--- src/rtl/voice_mixer.sv ---
// voice_mixer
//   Sums one enveloped signed 16-bit sample per voice into a 24-bit frame
//   accumulator. On the last voice of a frame, the total is arithmetically
//   shifted right by SHIFT, saturated to 16 bits and pushed into a 2-entry
//   output buffer. A valid/ready consumer drains that buffer.
//
// Ports
//   i_clk            system clock, rising edge
//   i_reset          asynchronous reset, active low
//   i_voice_index    voice presented by the upstream controller
//   i_pipeline_state shared pipeline phase; capture happens on entry to ACC_STATE
//   i_sample         enveloped sample for i_voice_index
//   i_mix_ready      consumer accepts the buffer head
//   o_mix_sample     buffer head (0 when the buffer is empty)
//   o_mix_valid      buffer is non-empty
//   o_clip           one-cycle pulse when a pushed frame was saturated
//   o_overrun        sticky; a completed frame was dropped on a full buffer
module voice_mixer #(
  parameter int         NUM_VOICES = 32,
  parameter int         SHIFT      = 3,
  parameter logic [1:0] ACC_STATE  = 2'd3
) (
  input  logic               i_clk,
  input  logic               i_reset,
  input  logic [7:0]         i_voice_index,
  input  logic [1:0]         i_pipeline_state,
  input  logic signed [15:0] i_sample,
  input  logic               i_mix_ready,
  output logic signed [15:0] o_mix_sample,
  output logic               o_mix_valid,
  output logic               o_clip,
  output logic               o_overrun
);

  // Registered state
  logic               in_acc_q;     // previous cycle was in ACC_STATE
  logic signed [23:0] acc_q;
  logic signed [15:0] head_q;       // buffer entry presented to the consumer
  logic signed [15:0] tail_q;       // second buffer entry
  logic [1:0]         count_q;      // number of buffered entries, 0..2
  logic               clip_q;
  logic               overrun_q;

  // Next-state values
  logic signed [23:0] acc_d;
  logic signed [15:0] head_d;
  logic signed [15:0] tail_d;
  logic [1:0]         count_d;
  logic               clip_d;
  logic               overrun_d;

  // Combinational intermediates
  logic               in_acc;
  logic               strobe;
  logic               idx_ok;
  logic               capture;
  logic               is_first;
  logic               is_last;
  logic               frame_done;
  logic signed [23:0] sample_ext;
  logic signed [23:0] acc_sum;
  logic signed [23:0] shifted;
  logic               saturated;
  logic signed [15:0] result;
  logic               pop;
  logic               push;

  always_comb begin
    in_acc     = (i_pipeline_state == ACC_STATE);
    // Capture only on the first cycle of each visit to ACC_STATE.
    strobe     = in_acc && !in_acc_q;
    idx_ok     = ({1'b0, i_voice_index} < 9'(NUM_VOICES));
    capture    = strobe && idx_ok;
    is_first   = (i_voice_index == 8'd0);
    is_last    = (i_voice_index == 8'(NUM_VOICES - 1));
    frame_done = capture && is_last;

    sample_ext = {{8{i_sample[15]}}, i_sample};
    // Index 0 starts a fresh frame, dropping any stale partial sum.
    acc_sum    = is_first ? sample_ext : (acc_q + sample_ext);

    shifted    = acc_sum >>> SHIFT;
    // The shifted value fits in 16 bits only if bits 23..15 all agree.
    saturated  = !((&shifted[23:15]) || !(|shifted[23:15]));
    if (saturated) begin
      result = shifted[23] ? 16'sh8000 : 16'sh7fff;
    end else begin
      result = shifted[15:0];
    end

    pop  = (count_q != 2'd0) && i_mix_ready;
    // A full buffer still accepts a frame when the head leaves this cycle.
    push = frame_done && ((count_q != 2'd2) || pop);
  end

  // Accumulator next state
  always_comb begin
    acc_d = acc_q;
    if (frame_done) begin
      acc_d = '0;
    end else if (capture) begin
      acc_d = acc_sum;
    end
  end

  // Output buffer next state: pop first, then push into the freed slot.
  always_comb begin
    head_d    = head_q;
    tail_d    = tail_q;
    count_d   = count_q;
    clip_d    = 1'b0;
    overrun_d = overrun_q;

    if (pop) begin
      // Head reads as 0 once the buffer drains.
      head_d  = (count_q == 2'd2) ? tail_q : 16'sd0;
      tail_d  = 16'sd0;
      count_d = count_q - 2'd1;
    end

    if (push) begin
      if (count_d == 2'd0) begin
        head_d = result;
      end else begin
        tail_d = result;
      end
      count_d = count_d + 2'd1;
      clip_d  = saturated;
    end else if (frame_done) begin
      overrun_d = 1'b1;
    end
  end

  always_ff @(posedge i_clk or negedge i_reset) begin
    if (!i_reset) begin
      // Require a fresh entry into ACC_STATE after reset.
      in_acc_q  <= 1'b1;
      acc_q     <= '0;
      head_q    <= '0;
      tail_q    <= '0;
      count_q   <= '0;
      clip_q    <= 1'b0;
      overrun_q <= 1'b0;
    end else begin
      in_acc_q  <= in_acc;
      acc_q     <= acc_d;
      head_q    <= head_d;
      tail_q    <= tail_d;
      count_q   <= count_d;
      clip_q    <= clip_d;
      overrun_q <= overrun_d;
    end
  end

  assign o_mix_sample = head_q;
  assign o_mix_valid  = (count_q != 2'd0);
  assign o_clip       = clip_q;
  assign o_overrun    = overrun_q;

endmodule

--- config.mk ---
export PLATFORM = sky130hd
export DESIGN_NAME = voice_mixer
export DESIGN_NICKNAME = d
export VERILOG_FILES = /design/src/rtl/voice_mixer.sv
export SDC_FILE = /design/constraint.sdc
export NUM_CORES = 1
export LEC_CHECK = 0
export CAP_MARGIN = 20
export CORE_ASPECT_RATIO = 1.5
export CORE_MARGIN = 3
export CORE_UTILIZATION = 45
export CTS_BUF_LIST = sky130_fd_sc_hd__clkbuf_8
export DETAILED_ROUTE_END_ITERATION = 8
export PLACE_DENSITY = 0.66
export REMOVE_ABC_BUFFERS = 1
export SLEW_MARGIN = 20
export SYNTH_ARGS = -nofsm -noshare
export SYNTH_HDL_FRONTEND = slang
export SYNTH_SLANG_ARGS = --single-unit
--- constraint.sdc ---
create_clock -name i_clk -period 8.3 [get_ports i_clk]
set_input_delay 1.66 -clock i_clk [delete_from_list [all_inputs] [get_ports i_clk]]
set_output_delay 1.66 -clock i_clk [all_outputs]
set_load 0.02 [all_outputs]
==> results of run 1 <==
==> where the power goes <==
group | internal, uW | leakage, uW | switching (uW)
clock | 122 | 0.0000939 | 117
combinational | 389 | 0.00136 | 621
sequential | 354 | 0.000816 | 41.1
total | 865 | 0.00227 | 779
==> through the flow <==
step,std cells,hold slack (ns),cell area [sq um]
6_report,647,0.478,5050
5_1_grt,647,0.502,5050
4_1_cts,647,0.478,5050
3_5_place_dp,631,0.457,4870
3_3_place_gp,631,0.452,4870
2_1_floorplan,469,0.442,4240
==> cell families after synthesis <==
group	after synthesis	synth area share (%)
mux	6	1.55
flops	61	34.5
compound gates	184	28.0
fa+ha+maj	27	7.80
simple gates	161	18.7
buf+inv	42	4.92
xor+xnor	21	4.47
==> synthesized netlist by cell type (all sizes together) (2+ instances only) <==
cell and instances:
a221oi 2, a211oi 9, ha 26, nand2 53, a22o 14, o21ai 37
a21boi 3, o21a 6, clkbuf 17, or2 3, a31oi 3, nor2 38
o21bai 3, dfrtp 60, inv 9, and2 3, nand3 8, and3 21
nand4 10, a21o 7, o31ai 3, a21oi 73, buf 16, xor2 14
mux2i 5, o22ai 15, and4 2, nor2b 2, xnor2 6, nor3 12
nor4 4
==> worst max path at each step <==
stage	from	endpoint	slack [ns]	cells past startpoint
after floorplan	i_sample[4]	tail_q[12]	3.81	10
after global placement	i_sample[15]	o_mix_sample[12]	2.98	11
after detailed placement	i_sample[15]	o_mix_sample[12]	2.94	11
after CTS	i_sample[15]	o_mix_sample[12]	3.30	11
after global routing	i_sample[15]	o_mix_sample[12]	3.01	10
final	i_sample[15]	o_mix_sample[12]	3.22	11
==> state kept, by name, summed over array words and instances, names as in the netlist <==
signal,count
acc_q,24
o_clip,1
o_mix_sample,16
in_acc_q,1
o_overrun,1
count_q,2
tail_q,16
==> worst max-delay path, cell delays in order <==
cell and delay (ns):
clkdlybuf4s50_1 0.69, ha_1 0.60, nand4_1 0.22, nor3_1 0.23, o311a_1 0.28, nor3_2 0.07, xnor2_1 0.25, o21a_1 0.24
nand4_2 0.47, a21boi_0 0.41, o22ai_1 0.13
==> area by class of cell <==
class,count,area (sq um)
Sequential cell,61,1530
Fill cell,884,4360
Timing Repair Buffer,50,488
Clock inverter,5,27.5
Tap cell,112,140
Clock buffer,11,151
Inverter,9,33.8
Multi-Input combinational cell,399,2680
==> per-layer routing <==
layer	GRT usage, %	vias up	part of all wire (%)
met3	3.16	18	4.1
li1	-	1899	-
met1	29.8	1916	44
met5	0	-	0
met4	8.17	0	2.2
met2	35.3	92	50
==> impl_metrics.env, run 1 <==
export IMPL_crit_fanout=17
export IMPL_fin_worst_skew_ns=0.0135
export IMPL_drc=0
export IMPL_die_h_microns=127
export IMPL_power_uw=1640
export IMPL_drt_wirelength_per_cell_microns=18.1
export IMPL_rsz0062_at_grt="false"
export IMPL_r2r_end="o_mix_sample[12]"
export IMPL_rr_startpoint="acc_q[0]"
export IMPL_path_class="in -> reg"
export IMPL_hold_viol=0
export IMPL_ys_flop_type="dfrtp_1"
export IMPL_nNetsFinal=586
export IMPL_r2r_slack_ns=4.75
export IMPL_fin_util_pct=53.6
export IMPL_dp_hpwl_mm=8.63
export IMPL_clock_latency_ns=0.34
export IMPL_required_ns=8.48
export IMPL_min_path_cells=1
export IMPL_synth_top_cell_by_area="dfrtp_1"
export IMPL_yosys_top_cells_area="dfrtp_1 34%, a21oi_1 7.9%, ha_1 7.4%, nand2_1 4.3%, nor2_1 3.1%"
export IMPL_grt_first_pass_wirelength_mm=19.4
export IMPL_routabilityCongestion=0.930
export IMPL_grt_max_degree=62
export IMPL_slew_viol_final=0
export IMPL_cts_sinks=61
export IMPL_die_area_sq_mm=0.0111
export IMPL_synth_seq_cells=61
export IMPL_worstHoldStart="o_overrun"
export IMPL_cts_max_path_buffers=2
export IMPL_clockRootBuffer="clkbuf_8"
export IMPL_postCtsHoldBufs=0
export IMPL_setup_tns_ns=0
export IMPL_diodes=0
export IMPL_cts_tree="built"
export IMPL_drv_cap=0
export IMPL_hold_path_class="reg -> reg"
export IMPL_yosysWarnings=0
export IMPL_overflow=0
export IMPL_pre_cts_slack_ns=2.94
export IMPL_max_freq_mhz=197
export IMPL_synth_distinct_cells=70
export IMPL_final_common_cell="a21oi_1"
export IMPL_post_cts_buffers=0
export IMPL_firstDrtPassIters=5
export IMPL_mostFrequentLayoutCells="70 x a21oi_1, 60 x dfrtp_1, 51 x nand2_1"
export IMPL_worstPathArrival_ns=5.26
export IMPL_syn2layout_area_growth_pct=14.1
export IMPL_cts_max_level=3
export IMPL_portBuffers=47
export IMPL_finalWorstSetupSlack_ns=3.22
export IMPL_leakage_uw=0.00227
export IMPL_tightest_slew_ns=1.11
export IMPL_cts_made_buffers=9
export IMPL_grt_pass1_vias=3802
export IMPL_syn_avg_cell_area_sq_um=8.82
export IMPL_startpoint_type="primary input"
export IMPL_synth_top_area_share_pct=33.9
export IMPL_worstRegToRegCells=11
export IMPL_async_flop_share_pct=100
export IMPL_syn_inst=502
export IMPL_outcome="finished, final reports clean"
export IMPL_ys_seq_area_share_pct=34.5
export IMPL_synth_edff_count=0
export IMPL_coreArea_sq_mm=0.00942
export IMPL_vias_per_cell=6.07
export IMPL_syn_cell_area_sq_mm=0.00443
export IMPL_period_share_pct=61.2
export IMPL_die_x_microns=87.0
export IMPL_powerDensity_mw_per_mm2=325
export IMPL_clkTransAtPathRegs_ns=0.07
export IMPL_ir_drop_mv=0.180
export IMPL_pin_count=48
export IMPL_antenna_found_initial=0
export IMPL_crit_path_end_kind="flop"
export IMPL_first_iter_violations=166
export IMPL_start_util_pct=47.0
export IMPL_fin_crit_ns=5.08
export IMPL_setup_viol_count_final=0
export IMPL_grt_usage_pct=22.0
export IMPL_row_count=43
export IMPL_slew_headroom_pct=25.7
export IMPL_final_antenna_net_count=0
export IMPL_routed_wl_mm=11.7
export IMPL_layout_drive_gt1_share_pct=8.79
export IMPL_cts_resized=0
export IMPL_hold_path_end="o_overrun"
export IMPL_dr_total_vias=3925
No activity file was read; power rests on OpenSTA's default activity.
==> run 2: changes to the inputs <==
--- a/config.mk
+++ b/config.mk
@@ -11,7 +11,7 @@
 export CORE_UTILIZATION = 45
 export CTS_BUF_LIST = sky130_fd_sc_hd__clkbuf_8
 export DETAILED_ROUTE_END_ITERATION = 8
-export PLACE_DENSITY = 0.66
+export PLACE_DENSITY = 0.68
 export REMOVE_ABC_BUFFERS = 1
 export SLEW_MARGIN = 20
 export SYNTH_ARGS = -nofsm -noshare
==> constraint.sdc (replaced) <==
create_clock -name i_clk -period 4.45 [get_ports i_clk]
set_input_delay 0.89 -clock i_clk [delete_from_list [all_inputs] [get_ports i_clk]]
set_output_delay 0.89 -clock i_clk [all_outputs]
set_load 0.02 [all_outputs]
==> run 2 against run 1 <==
Sequential power rose by 86%. Die area did not move. Wire length rose by 0.43%. Critical path type unchanged. Largest power group unchanged. Clock power rose by 100%. Sequential cell count did not move. Combinational power rose by 93%. Hold slack got worse by 0.0082 ns. Clock skew rose by 0.0039 ns. Cell count rose by 1.4%.
==> impl_metrics.env, run 2 (synthesized netlist as in run 1, its figures left out) <==
export IMPL_vias_per_cell=5.98
export IMPL_die_area_sq_mm=0.0111
export IMPL_grt_max_degree=39
export IMPL_antenna_found_initial=0
export IMPL_largest_register_ffs=24
export IMPL_cts_max_path_buffers=2
export IMPL_max_freq_mhz=247
export IMPL_layout_drive_gt1_share_pct=10.1
export IMPL_clock_latency_ns=0.35
export IMPL_cts_tree="built"
export IMPL_crit_path_end_kind="flop"
export IMPL_portBuffers=47
export IMPL_fin_cells=656
export IMPL_clockRootBuffer="clkbuf_8"
export IMPL_worstPathCellList="clkdlybuf4s50_1 -> buf_4 -> ha_1 -> a21oi_1 -> o21ai_0 -> a21oi_1 -> o41ai_2 -> xor2_1 -> o21ai_0 -> nand4_2 -> a21boi_0 -> o22ai_1"
export IMPL_worstRegToRegCells=11
export IMPL_powerDensity_mw_per_mm2=616
export IMPL_tightest_slew_ns=1.01
export IMPL_required_ns=4.67
export IMPL_die_h_microns=127
export IMPL_slew_viol_final=0
export IMPL_syn2layout_area_growth_pct=16.2
export IMPL_crit_slowest_cell="clkdlybuf4s50_1"
export IMPL_r2r_end="o_mix_sample[12]"
export IMPL_startpoint_type="primary input"
export IMPL_r2r_slack_ns=1.02
export IMPL_rsz0062_at_grt="false"
export IMPL_multi_input_area_sq_mm=0.00268
export IMPL_drc=0
export IMPL_hold_path_class="reg -> reg"
export IMPL_row_count=43
export IMPL_firstDrtPassIters=5
export IMPL_overflow=0
export IMPL_post_cts_buffers=0
export IMPL_setup_viol_count_final=0
export IMPL_fill_cells=871
export IMPL_drv_cap=0
export IMPL_final_common_cell="a21oi_1"
export IMPL_path_class="in -> reg"
export IMPL_hold_viol=0
export IMPL_die_x_microns=87.0
export IMPL_clkTransAtPathRegs_ns=0.07
export IMPL_worst_path_stages=12
export IMPL_cts_max_level=3
export IMPL_final_antenna_net_count=0
export IMPL_leakage_uw=0.00232
export IMPL_grt_first_pass_wirelength_mm=19.4
export IMPL_cp_endpoint="o_mix_sample[12]"
export IMPL_grt_pass1_vias=3862
export IMPL_ir_drop_mv=0.384
export IMPL_cp_startpoint="i_sample[15]"
export IMPL_coreArea_sq_mm=0.00942
export IMPL_outcome="finished, final reports clean"
export IMPL_setup_tns_ns=0
export IMPL_fin_util_pct=54.6
export IMPL_cts_resized=0
export IMPL_routabilityCongestion=0.877
export IMPL_drt_wirelength_per_cell_microns=18.0
export IMPL_worstPathArrival_ns=4.27
export IMPL_critPathTopFamily="compound AO/OA/AOI/OAI gates"
export IMPL_start_util_pct=47.0
export IMPL_nNetsFinal=595
export IMPL_crit_fanout=17
export IMPL_dpl_cell_count=640
export IMPL_postCtsHoldBufs=0
export IMPL_routed_wl_mm=11.8
export IMPL_pin_count=48
export IMPL_final_seq_area_sq_mm=0.00153
export IMPL_critical_path_max_stage_delay_ns=0.54
export IMPL_fin_crit_ns=4.05
export IMPL_period_share_pct=91.0
export IMPL_grt_usage_pct=22.1
export IMPL_rr_startpoint="acc_q[0]"
export IMPL_dp_hpwl_mm=8.83
export IMPL_cts_made_buffers=9
export IMPL_mostFrequentLayoutCells="70 x a21oi_1, 60 x dfrtp_1, 51 x nand2_1"
export IMPL_slew_headroom_pct=32.4
export IMPL_dr_total_vias=3920
export IMPL_fin_worst_skew_ns=0.0174
export IMPL_cts_sinks=61
export IMPL_regMostFlops="acc_q"
export IMPL_diodes=0
export IMPL_cp_num_buf_inv=2
export IMPL_first_iter_violations=216
==> run 2: worst reg2reg max path: cells and delay by family, from the launching register on <==
| kind | cells | cell delay, ns |
|---|---|---|
| AO/OA/AOI/OAI | 6 | 1.50 |
| AND/OR/NAND/NOR | 3 | 0.75 |
| adder cells (fa/ha/maj) | 2 | 0.65 |
| flip-flops | 1 | 0.39 |
==> run 2: per-layer routing <==
layer  GRT usage (%)  vias up  share of wire [%]
li1                -     1917                  -
met1            28.5     1882                 43
met2            36.8      102                 50
met3            3.68       19                4.4
met4            7.98        0                2.6
met5               0        -                  0
==> run 2: stage by stage <==
stage | total power (uW) | worst slack (ns) | hold slack [ns] | instance area, sq um
CTS | 3160 | 0.423 | 0.474 | 5140
global placement | 2640 | 0.0672 | 0.453 | 4950
floorplan | 2160 | 0.733 | 0.442 | 4240
finish | 3170 | 0.399 | 0.469 | 5140
detailed placement | 2660 | 0.0407 | 0.459 | 4950
global route | 3410 | 0.166 | 0.482 | 5140
==> run 2: cell type report <==
type | instances | area share, %
clock inverter | 7 | 1.31
inverter | 9 | 0.657
tap | 112 | 2.73
timing repair buffer | 59 | 11.0
clock buffer | 9 | 2.41
sequential | 61 | 29.7
multi-input combinational | 399 | 52.1
==> run 2: power breakdown <==
group,internal [uW],leakage (uW),total (uW),switching (uW)
logic,769,0.00141,1950,1180
registers,660,0.000816,734,74.2
clock network,256,0.000102,486,230
==> run 2: worst min path at each step <==
| stage | from | to | slack (ns) | cells after the start |
|---|---|---|---|---|
| after floorplan | tail_q[0] | tail_q[0] | 0.44 | 2 |
| after global placement | tail_q[4] | tail_q[4] | 0.45 | 2 |
| after detailed placement | tail_q[11] | tail_q[11] | 0.46 | 2 |
| after CTS | tail_q[11] | tail_q[11] | 0.47 | 2 |
| after global routing | o_overrun | o_overrun | 0.48 | 1 |
| final | tail_q[11] | tail_q[11] | 0.47 | 2 |
